===== src/rtl/fetch_unit.sv =====
// Instruction fetch stage: PC, synchronous ROM requests and a one-entry skid buffer
// presenting one instruction per cycle to decode over a valid/stall handshake.
module fetch_unit #(
  parameter int                ADDR_W   = 12,
  parameter int                DATA_W   = 32,
  parameter logic [ADDR_W-1:0] RESET_PC = '0
) (
  input  logic              clock_i,
  input  logic              reset_i,
  output logic [ADDR_W-1:0] imem_addr_o,
  output logic              imem_rd_en_o,
  input  logic [DATA_W-1:0] imem_q_i,
  input  logic              stall_i,
  input  logic              redirect_valid_i,
  input  logic [ADDR_W-1:0] redirect_pc_i,
  output logic              instr_valid_o,
  output logic [DATA_W-1:0] instr_o,
  output logic [ADDR_W-1:0] instr_pc_o,
  output logic [4:0]        opcode_o
);

  logic [ADDR_W-1:0] pc_q, pc_d;
  logic              req_valid_q, req_valid_d;
  logic [ADDR_W-1:0] req_pc_q, req_pc_d;
  logic              instr_valid_q, instr_valid_d;
  logic [DATA_W-1:0] instr_q, instr_d;
  logic [ADDR_W-1:0] instr_pc_q, instr_pc_d;
  logic              skid_valid_q, skid_valid_d;
  logic [DATA_W-1:0] skid_instr_q, skid_instr_d;
  logic [ADDR_W-1:0] skid_pc_q, skid_pc_d;

  logic consume;
  logic hold;
  logic issue;

  assign consume = instr_valid_q & ~stall_i;
  assign hold    = instr_valid_q & stall_i;
  // Never issue more than the out register and skid can absorb.
  assign issue   = ~reset_i & ~redirect_valid_i & ~skid_valid_q & ~(hold & req_valid_q);

  always_comb begin
    pc_d          = pc_q;
    req_valid_d   = 1'b0;
    req_pc_d      = req_pc_q;
    instr_valid_d = instr_valid_q;
    instr_d       = instr_q;
    instr_pc_d    = instr_pc_q;
    skid_valid_d  = skid_valid_q;
    skid_instr_d  = skid_instr_q;
    skid_pc_d     = skid_pc_q;

    if (redirect_valid_i) begin
      pc_d          = redirect_pc_i;
      instr_valid_d = 1'b0;
      skid_valid_d  = 1'b0;
    end else begin
      if (issue) begin
        req_pc_d    = pc_q;
        req_valid_d = 1'b1;
        pc_d        = pc_q + ADDR_W'(1);
      end

      if (!instr_valid_q) begin
        if (req_valid_q) begin
          instr_valid_d = 1'b1;
          instr_d       = imem_q_i;
          instr_pc_d    = req_pc_q;
        end
      end else if (consume) begin
        if (skid_valid_q) begin
          instr_d    = skid_instr_q;
          instr_pc_d = skid_pc_q;
          if (req_valid_q) begin
            skid_instr_d = imem_q_i;
            skid_pc_d    = req_pc_q;
          end else begin
            skid_valid_d = 1'b0;
          end
        end else if (req_valid_q) begin
          instr_d    = imem_q_i;
          instr_pc_d = req_pc_q;
        end else begin
          instr_valid_d = 1'b0;
        end
      end else if (hold && req_valid_q && !skid_valid_q) begin
        skid_valid_d = 1'b1;
        skid_instr_d = imem_q_i;
        skid_pc_d    = req_pc_q;
      end
    end
  end

  always_ff @(posedge clock_i or posedge reset_i) begin
    if (reset_i) begin
      pc_q          <= RESET_PC;
      req_valid_q   <= 1'b0;
      req_pc_q      <= '0;
      instr_valid_q <= 1'b0;
      instr_q       <= '0;
      instr_pc_q    <= '0;
      skid_valid_q  <= 1'b0;
      skid_instr_q  <= '0;
      skid_pc_q     <= '0;
    end else begin
      pc_q          <= pc_d;
      req_valid_q   <= req_valid_d;
      req_pc_q      <= req_pc_d;
      instr_valid_q <= instr_valid_d;
      instr_q       <= instr_d;
      instr_pc_q    <= instr_pc_d;
      skid_valid_q  <= skid_valid_d;
      skid_instr_q  <= skid_instr_d;
      skid_pc_q     <= skid_pc_d;
    end
  end

  assign imem_addr_o   = pc_q;
  assign imem_rd_en_o  = issue;
  assign instr_valid_o = instr_valid_q;
  assign instr_o       = instr_q;
  assign instr_pc_o    = instr_pc_q;
  assign opcode_o      = instr_valid_q ? instr_q[DATA_W-1 -: 5] : 5'd0;

endmodule

===== config.mk =====
export PLATFORM = sky130hd
export DESIGN_NAME = fetch_unit
export DESIGN_NICKNAME = d
export VERILOG_FILES = /design/src/rtl/fetch_unit.sv
export SDC_FILE = /design/constraint.sdc
export NUM_CORES = 1
export LEC_CHECK = 0
export BUFFER_PORTS_ARGS = -buffer_cell sky130_fd_sc_hd__buf_2
export CORE_ASPECT_RATIO = 0.6
export CORE_MARGIN = 5
export CORE_UTILIZATION = 54
export DETAILED_ROUTE_END_ITERATION = 10
export PLACE_DENSITY_LB_ADDON = 0.25
export SKIP_CTS_REPAIR_TIMING = 1
export SLEW_MARGIN = 20
export SYNTH_ARGS = -nofsm -noshare
export SYNTH_HDL_FRONTEND = slang
export SYNTH_SLANG_ARGS = --single-unit

===== constraint.sdc =====
create_clock -name clock_i -period 4.35 [get_ports clock_i]
set_input_delay 0.2175 -clock clock_i [delete_from_list [all_inputs] [get_ports clock_i]]
set_output_delay 0.2175 -clock clock_i [all_outputs]
set_load 0.05 [all_outputs]

==> results.txt, run 1 <==
The initial antenna violation count is 0. The finished cells cover 6030 um^2. For this run, the detailed router's first-pass iteration total came to 5. The leading register cell type out of synthesis is dfrtp_1. For this run, design rule violations remaining after detail routing come to 0. The data required time of the worst path is between 4 and 5 ns. The delay of the slowest cell on the worst path came out at a little over 0.8 ns.

The worst setup path is captured at an output port. Internal power comes to between 2000 and 2500 uW. Ranked by total cell area, the synthesized netlist is headed by dfrtp_1 (59%), mux2_2 (13%), o22ai_1 (5.7%). Pin placement for this block handled 111 I/O pins.

After clock tree synthesis, the clock-pin slew on the worst setup and hold paths is roughly 0.05 ns. The per-cell via count in the routed design came out at between 5 and 6. The detail route stage leaves a number of antenna-violating nets equal to 0. The synthesized instance count is 411.

The signal on the critical path passes through a311oi_4, and2_0, buf_2. The number of distinct library cells after synthesis came out at 36. The H-tree depth came out at 4. Row generation in the floorplan step produced 26 rows.

The buffer depth of the longest clock path came out at 2. The Yosys step of the flow raised 0 warnings. The number of nets in the layout came out at 566. The number of flops mapped to enable cells by yosys is 0.

The worst-case vdd ir drop came out at roughly 350 uV. A synthesized cell averages ~12 um^2. The area share of the leading cell type in the synthesized netlist came out at between 50 and 60%. Counting flops with an async set or reset pin after synthesis yields a share of 100%. The most used standard cell by instance count after synthesis is dfrtp_1.

The placeable core region came out at just under 9000 um^2. Counting every net in the synthesized netlist gives 460. The number of antenna diodes in the final layout is 0. The normalized max-slew margin came out at 35.0%. The die extent in x came out at between 100 and 150 um. The count of non-filler cells in the finished layout came out at around 640. The share of final-layout standard cells stronger than drive strength 1 is roughly two fifths. The leakage power summed over all cells is 0.00279 uW. The worst hold slack after final layout is 0.0149 ns.

The critical path is of the reg2out type. The clock latency on the worst-skew pair came out at around 0.4 ns. The highest fanout seen on the critical path came out at 13. The largest area contributor in the synthesized netlist is dfrtp_1.

The library cell used as clock root buffer is clkbuf_16. The portion of the post-synthesis area used by sequential elements is 59.3%. The time the worst path needs with I/O delays and setup is 2.93 ns. The total length of routed wires is approximately 12000 um. The final number of hold-violating endpoints came to 0. The via count of the first global-routing pass came to roughly 3800. The layout-stage area growth over the synthesis result is 24.1%. The max-slew violation count was 0. The count of buffers from port buffering is 110. After the first detailed-routing iteration, the DRC count stood at ~270. Setup repair after global routing left no endpoint under its margin. The switching share of power is approximately a third. The largest individual stage delay along the critical path comes from the cell and2_0. The total via count after detailed routing is roughly 3700.

Measured along the y axis, the die boundary spans ~83 um. The initial core utilization is 56.1%. In this run the worst setup path begins at instr_valid_o. The tightest min-delay check is of the in2async type.

Dividing the detail-routed wire length by the instance count gives 18.4 um. The sequential share of power is 39.4%. The number of setup violations in the final report is 0. The global routing usage summed across all routing layers is about 22%. The overall power consumption is roughly 3700 uW. The largest net degree at the start of global routing came out at 94. The startpoint of the lowest-slack register-to-register path is instr_valid_o. The first-pass GRT wire length came out at between 15000 and 20000 um. The worst-case clock skew came out at around 0.005 ns. The actual slew at the worst max-slew pin is between 0.9 and 1 ns. The post-route clock period utilization came out at 67.5%. The aggregate global routing overflow is 0. The number of sinks on the clock net came out at between 100 and 150. STA classifies the critical path startpoint as a flop. The die footprint came out at ~11000 um^2.

Timing would allow up to between 300 and 400 MHz. In this run the power density over the cells is a little over 600 nW/um^2. The run finished with clean final reports.

The netlist area before placement came out at between 4000 and 5000 um^2. The commonest cells after synthesis are dfrtp_1 (115), mux2_2 (55), a21oi_1 (46), nor2_1 (46), o22ai_1 (44). The placed wire-length estimate after detailed placement is slightly below 8000 um. The TritonCTS buffer count is 17. Summing all placed instances gives a cell area of roughly 5500 um^2. Including well taps, the total number of placed cells is 610. The arrival time at the worst endpoint is approximately 2.7 ns. Across the run, the number of max-cap violations was 0.

The switching power is ~1300 uW. The portion of total power attributed to combinational logic is 24.9%. The portion of total power attributed to the clock network came out at roughly 36%. The routability-driven placement congestion ratio is 0.848.

The CTS tree is done. For the final routed database, the setup TNS stands at 0 ns. Synthesis inferred between 100 and 150 register bits.
metal layers:
metal	GRT usage, %	wire (um)	up-vias
met2	31.2	5110	143
met1	32.7	5530	1843
met3	7.23	977	17
li1	-	-	1699
met5	0	0	-
met4	7.36	195	0
final timing paths:
| check | endpoint | slack, ns | cells after the start |
|---|---|---|---|
| max | imem_rd_en_o | 1.42 | 3 |
| min | instr_o[29] | 0.01 | 2 |
| max reg2reg | instr_pc_o[0] | 1.69 | 5 |
| min reg2reg | skid_instr_q[1] | 0.51 | 1 |
| max in group asynchronous | instr_o[23] | 3.54 | 3 |
| min in group clock_i | imem_addr_o[7] | 0.02 | 3 |
power groups by stage:
stage               Combinational [uW]  Sequential (uW)  Clock (uW)
floorplan                          294             1840           0
global placement                   898             1450           0
detailed placement                 922             1470           0
CTS                                927             1450        1330
global route                       981             1480        1390
finish                             920             1460        1320
critical path: cells and delay by family (launching register included):
kind	cells	cell delay (ns)
AND/OR/NAND/NOR	1	0.81
flip-flops	1	0.55
AO/OA/AOI/OAI	1	0.54
buffers and inverters	1	0.40
through the flow:
stage               utilization (%)  setup WS (ns)
floorplan                         -           1.09
global placement               62.8           1.66
detailed placement             63.1           1.74
CTS                            69.6           1.40
global route                   69.7           1.27
finish                         69.7           1.42
cell families after synthesis:
logic type / Yosys count / synth area share [%]
xor+xnor: 9 / 1.62
fa+ha+maj: 1 / 0.258
buf+inv: 32 / 3.86
flops: 115 / 59.3
mux: 57 / 13.2
compound gates: 110 / 13.3
simple gates: 87 / 8.45
placed cells by master, fill, tap and decap left out, drive strengths merged, types with 7 or more instances in the layout:
cell / instances
o21ai: 13
and2: 8
o22ai: 44
clkbuf: 27
mux2: 56
a21oi: 47
nor2: 46
xor2: 7
dfrtp: 115
nand2: 15
buf: 115
flip-flops by register name, summed over array words and instances (netlist names):
| name | cells |
|---|---|
| imem_addr_o | 12 |
| instr_o | 32 |
| instr_pc_o | 12 |
| instr_valid_o | 1 |
| req_pc_q | 12 |
| req_valid_q | 1 |
| skid_instr_q | 32 |
| skid_pc_q | 12 |
| skid_valid_q | 1 |
cell type report:
class                           count  area, um^2
Multi-Input combinational cell    264        1810
Fill cell                         643        2630
Inverter                            4        20.0
Sequential cell                   115        2880
Timing Repair Buffer              115         608
Tap cell                          112         140
Clock inverter                      4        45.0
Clock buffer                       27         523
Power figures use the tool's default switching activity.
==> inputs of run 2 (changes only) <==
clock period = 2.94 ns   (was 4.35 ns; I/O delays follow)
==> run 2 against run 1 <==
  * The flow now finishes with violations (hold timing)
  * Clock-buffer cell count is 4 lower
  * Combinational power grew 51%
  * Cell area increased by 3.3%
  * Hold slack got worse by 0.036 ns
  * Wire length increased by 2.8%
  * Largest cell class unchanged
==> results.txt, run 2 (synthesized netlist as in run 1, its figures left out) <==
The flow ran to the end, but the final reports show violations. The final reports fail on hold timing. CTS placed an instance of clkbuf_16 at the clock tree root.

The placed wire-length estimate after detailed placement came out at 7840 um (+1.5%). The data required time of the worst path is 2.79 ns (-1.34 ns). The number of setup violations in the final report came out at 0 (unchanged).

The TritonCTS buffer count came to 17 (unchanged). Relative to the synthesized area, the layout overhead comes to 28.2%. The number of cells on the worst hold path came out at 3.

The clock latency on the worst-skew pair came out at 0.40 ns (about the same). The worst setup path is captured at an output port. The number of violations reported at the end of detailed-routing iteration 0 was 244 (-8.6%). The initial core utilization is 56.1% (unchanged). The power density over cell area came out at 861 nW/um^2 (+41%).

The share of final-layout standard cells stronger than drive strength 1 is 37.7% (-1.1 points). The total length of routed wires is 12100 um (+2.8%). The startpoint of the lowest-slack register-to-register path is instr_valid_o. On the critical path, the stage with the largest delay is an instance of dfrtp_1. The signal on the critical path passes through a311oi_4, buf_4, and2_0, buf_2. The aggregate global routing overflow is 0 (unchanged). Setup repair after global routing left no endpoint under its margin. TritonCTS built the clock tree.

The endpoint of the worst register-to-register path is req_pc_q[1]. The total via count after detailed routing was 3759 (+1.5%). The count of non-filler cells in the finished layout came to 667 (+4.1%).

The delay of the slowest cell on the worst path is 0.55 ns (-0.26 ns). The number of placed cells counting well taps came out at 616 (+0.98%). The total buffers and inverters traversed by the critical path came out at 2 (+1). STA classifies the critical path startpoint as a flop. The per-cell via count in the routed design came out at 5.64 (-2.4%). The die extent in x came out at 132 um (unchanged). The sequential cell area came to 2880 um^2 (unchanged). The max-cap violation count came out at 0 (unchanged). The normalized max-slew margin is 63.8% (+29 points). The register-to-register setup slack is 0.90 ns (-0.79 ns). Grouping stages by cell kind, the critical path spends the most delay in flip-flops. The arrival time at the worst endpoint is 2.06 ns (-0.66 ns).

The post-CTS clock slew at the launch and capture registers of the worst setup and hold paths is 0.05 ns (about the same). The initial antenna violation count came out at 0 (unchanged). The first-pass GRT wire length was 19600 um (-0.14%). The number of sinks on the clock net came to 115 (unchanged). The highest fanout seen on the critical path came to 13 (unchanged). The buffer depth of the longest clock path is 2 (unchanged).

The time the worst path needs with I/O delays and setup came out at 2.21 ns. The residual DRC count came out at 0 (unchanged). The H-tree depth was 4 (unchanged).

The number of antenna cells inserted is 0 (unchanged). The worst path setup slack after routing came to 0.735 ns (-0.681 ns). The die footprint is 11100 um^2 (unchanged). The placeable core region was 8650 um^2 (unchanged). The multi-input gate area in the final layout came out at 1810 um^2 (unchanged). The mean routed wirelength per cell is 18.2 um (-1.2%). Leaving out fill and tap cells, the most frequent cell in the layout is dfrtp_1.

The routability-driven placement congestion ratio was 0.826 (-2.7%). The class of the tightest hold or removal check is in2reg. The global routing usage summed across all routing layers is 22.5% (+0.18 points).

The worst slack at placement is 0.891 ns (-0.853 ns). The startpoint of the most critical setup path is instr_valid_o. The max-slew violation count is 0 (unchanged). The worst-case clock skew was 0.00708 ns (+0.00207 ns). The number of cell rows is 26 (unchanged). The die span in y is 83.5 um (unchanged).

The number of optimization iterations in the first detailed-route pass came to 5 (unchanged). The largest net degree at the start of global routing is 106 (+13%). The actual slew at the worst max-slew pin is 0.542 ns (-0.428 ns). The number of nets in the layout came out at 593 (+4.8%).

The leakage power summed over all cells is 0.00288 uW (+3.1%). The worst hold slack after final layout came out at -0.0208 ns (-0.0357 ns). The via count of the first global-routing pass came out at 3675 (-3.3%). The final standard cell utilization of the core was 71.9% (+2.3 points).

The filler cell count is 633 (-1.6%). The post-route clock period utilization came out at about three quarters. The count of buffers from port buffering is 110 (unchanged). The setup TNS came out at 0 ns (unchanged).

The critical path depth came out at 4 (+1). The final number of hold-violating endpoints is 2 (+2). Following the worst setup path forward leads to its endpoint at imem_rd_en_o. The maximum clock frequency came out at between 400 and 500 MHz. In the layout the commonest cells are dfrtp_1 (115), buf_2 (110), mux2_2 (55).

The path depth of the worst reg2reg path came out at 5 (unchanged). The remaining antenna violation count came out at 0 (unchanged). The I/O pin total came out at 111 (unchanged).

The critical path is of the reg2out type. The worst-case vdd ir drop is 522 uV (+48%).
==> run 2: changes by cell type in the layout (fill, tap and decap cells not counted), moves of 3 or more <==
cell / change
dlygate4sd3_1: +21
buf_4: +6
clkinv_2: +3
clkbuf_8: -5
==> run 2: worst min path at each step <==
stage | from | to | slack (ns)
2_1_floorplan | redirect_pc_i[0] | imem_addr_o[0] | 0.27
3_3_place_gp | reset_i | imem_addr_o[0] | 0.15
3_5_place_dp | reset_i | imem_addr_o[5] | 0.16
4_1_cts | reset_i | imem_addr_o[0] | -0.27
5_1_grt | redirect_pc_i[0] | imem_addr_o[0] | -0.001
6_report | redirect_pc_i[0] | imem_addr_o[0] | -0.02
==> run 2: final cells by class <==
cell class | count | area share (%)
clock buffer | 23 | 7.36
clock inverter | 7 | 0.965
inverter | 4 | 0.302
multi-input combinational | 264 | 29.1
sequential | 115 | 46.2
tap | 112 | 2.25
timing repair buffer | 142 | 13.7
==> run 2: where the power goes <==
group          internal [uW]  leakage (uW)  switching, uW
clock                   1160      0.000260            657
sequential              1920       0.00139            232
combinational            411       0.00123            975
==> run 2: worst register-to-register path, stage by stage (launching register included) <==
cell and delay (ns):
dfrtp_1 0.55, a311oi_4 0.28, buf_4 0.21, and2_0 0.29, buf_4 0.24, mux2_2 0.36
==> run 2: stage by stage <==
stage / total power (uW) / instance area (um^2)
global route: 5600 / 6220
detailed placement: 3530 / 5500
CTS: 5370 / 6010
global placement: 3490 / 5500
finish: 5360 / 6220
floorplan: 3150 / 4860
==> run 2: per-layer routing <==
metal  part of all wire, %  track usage, %
met5                     0               0
met4                   1.4            6.42
met3                   5.9            7.77
met2                    45            32.8
met1                    47            32.0
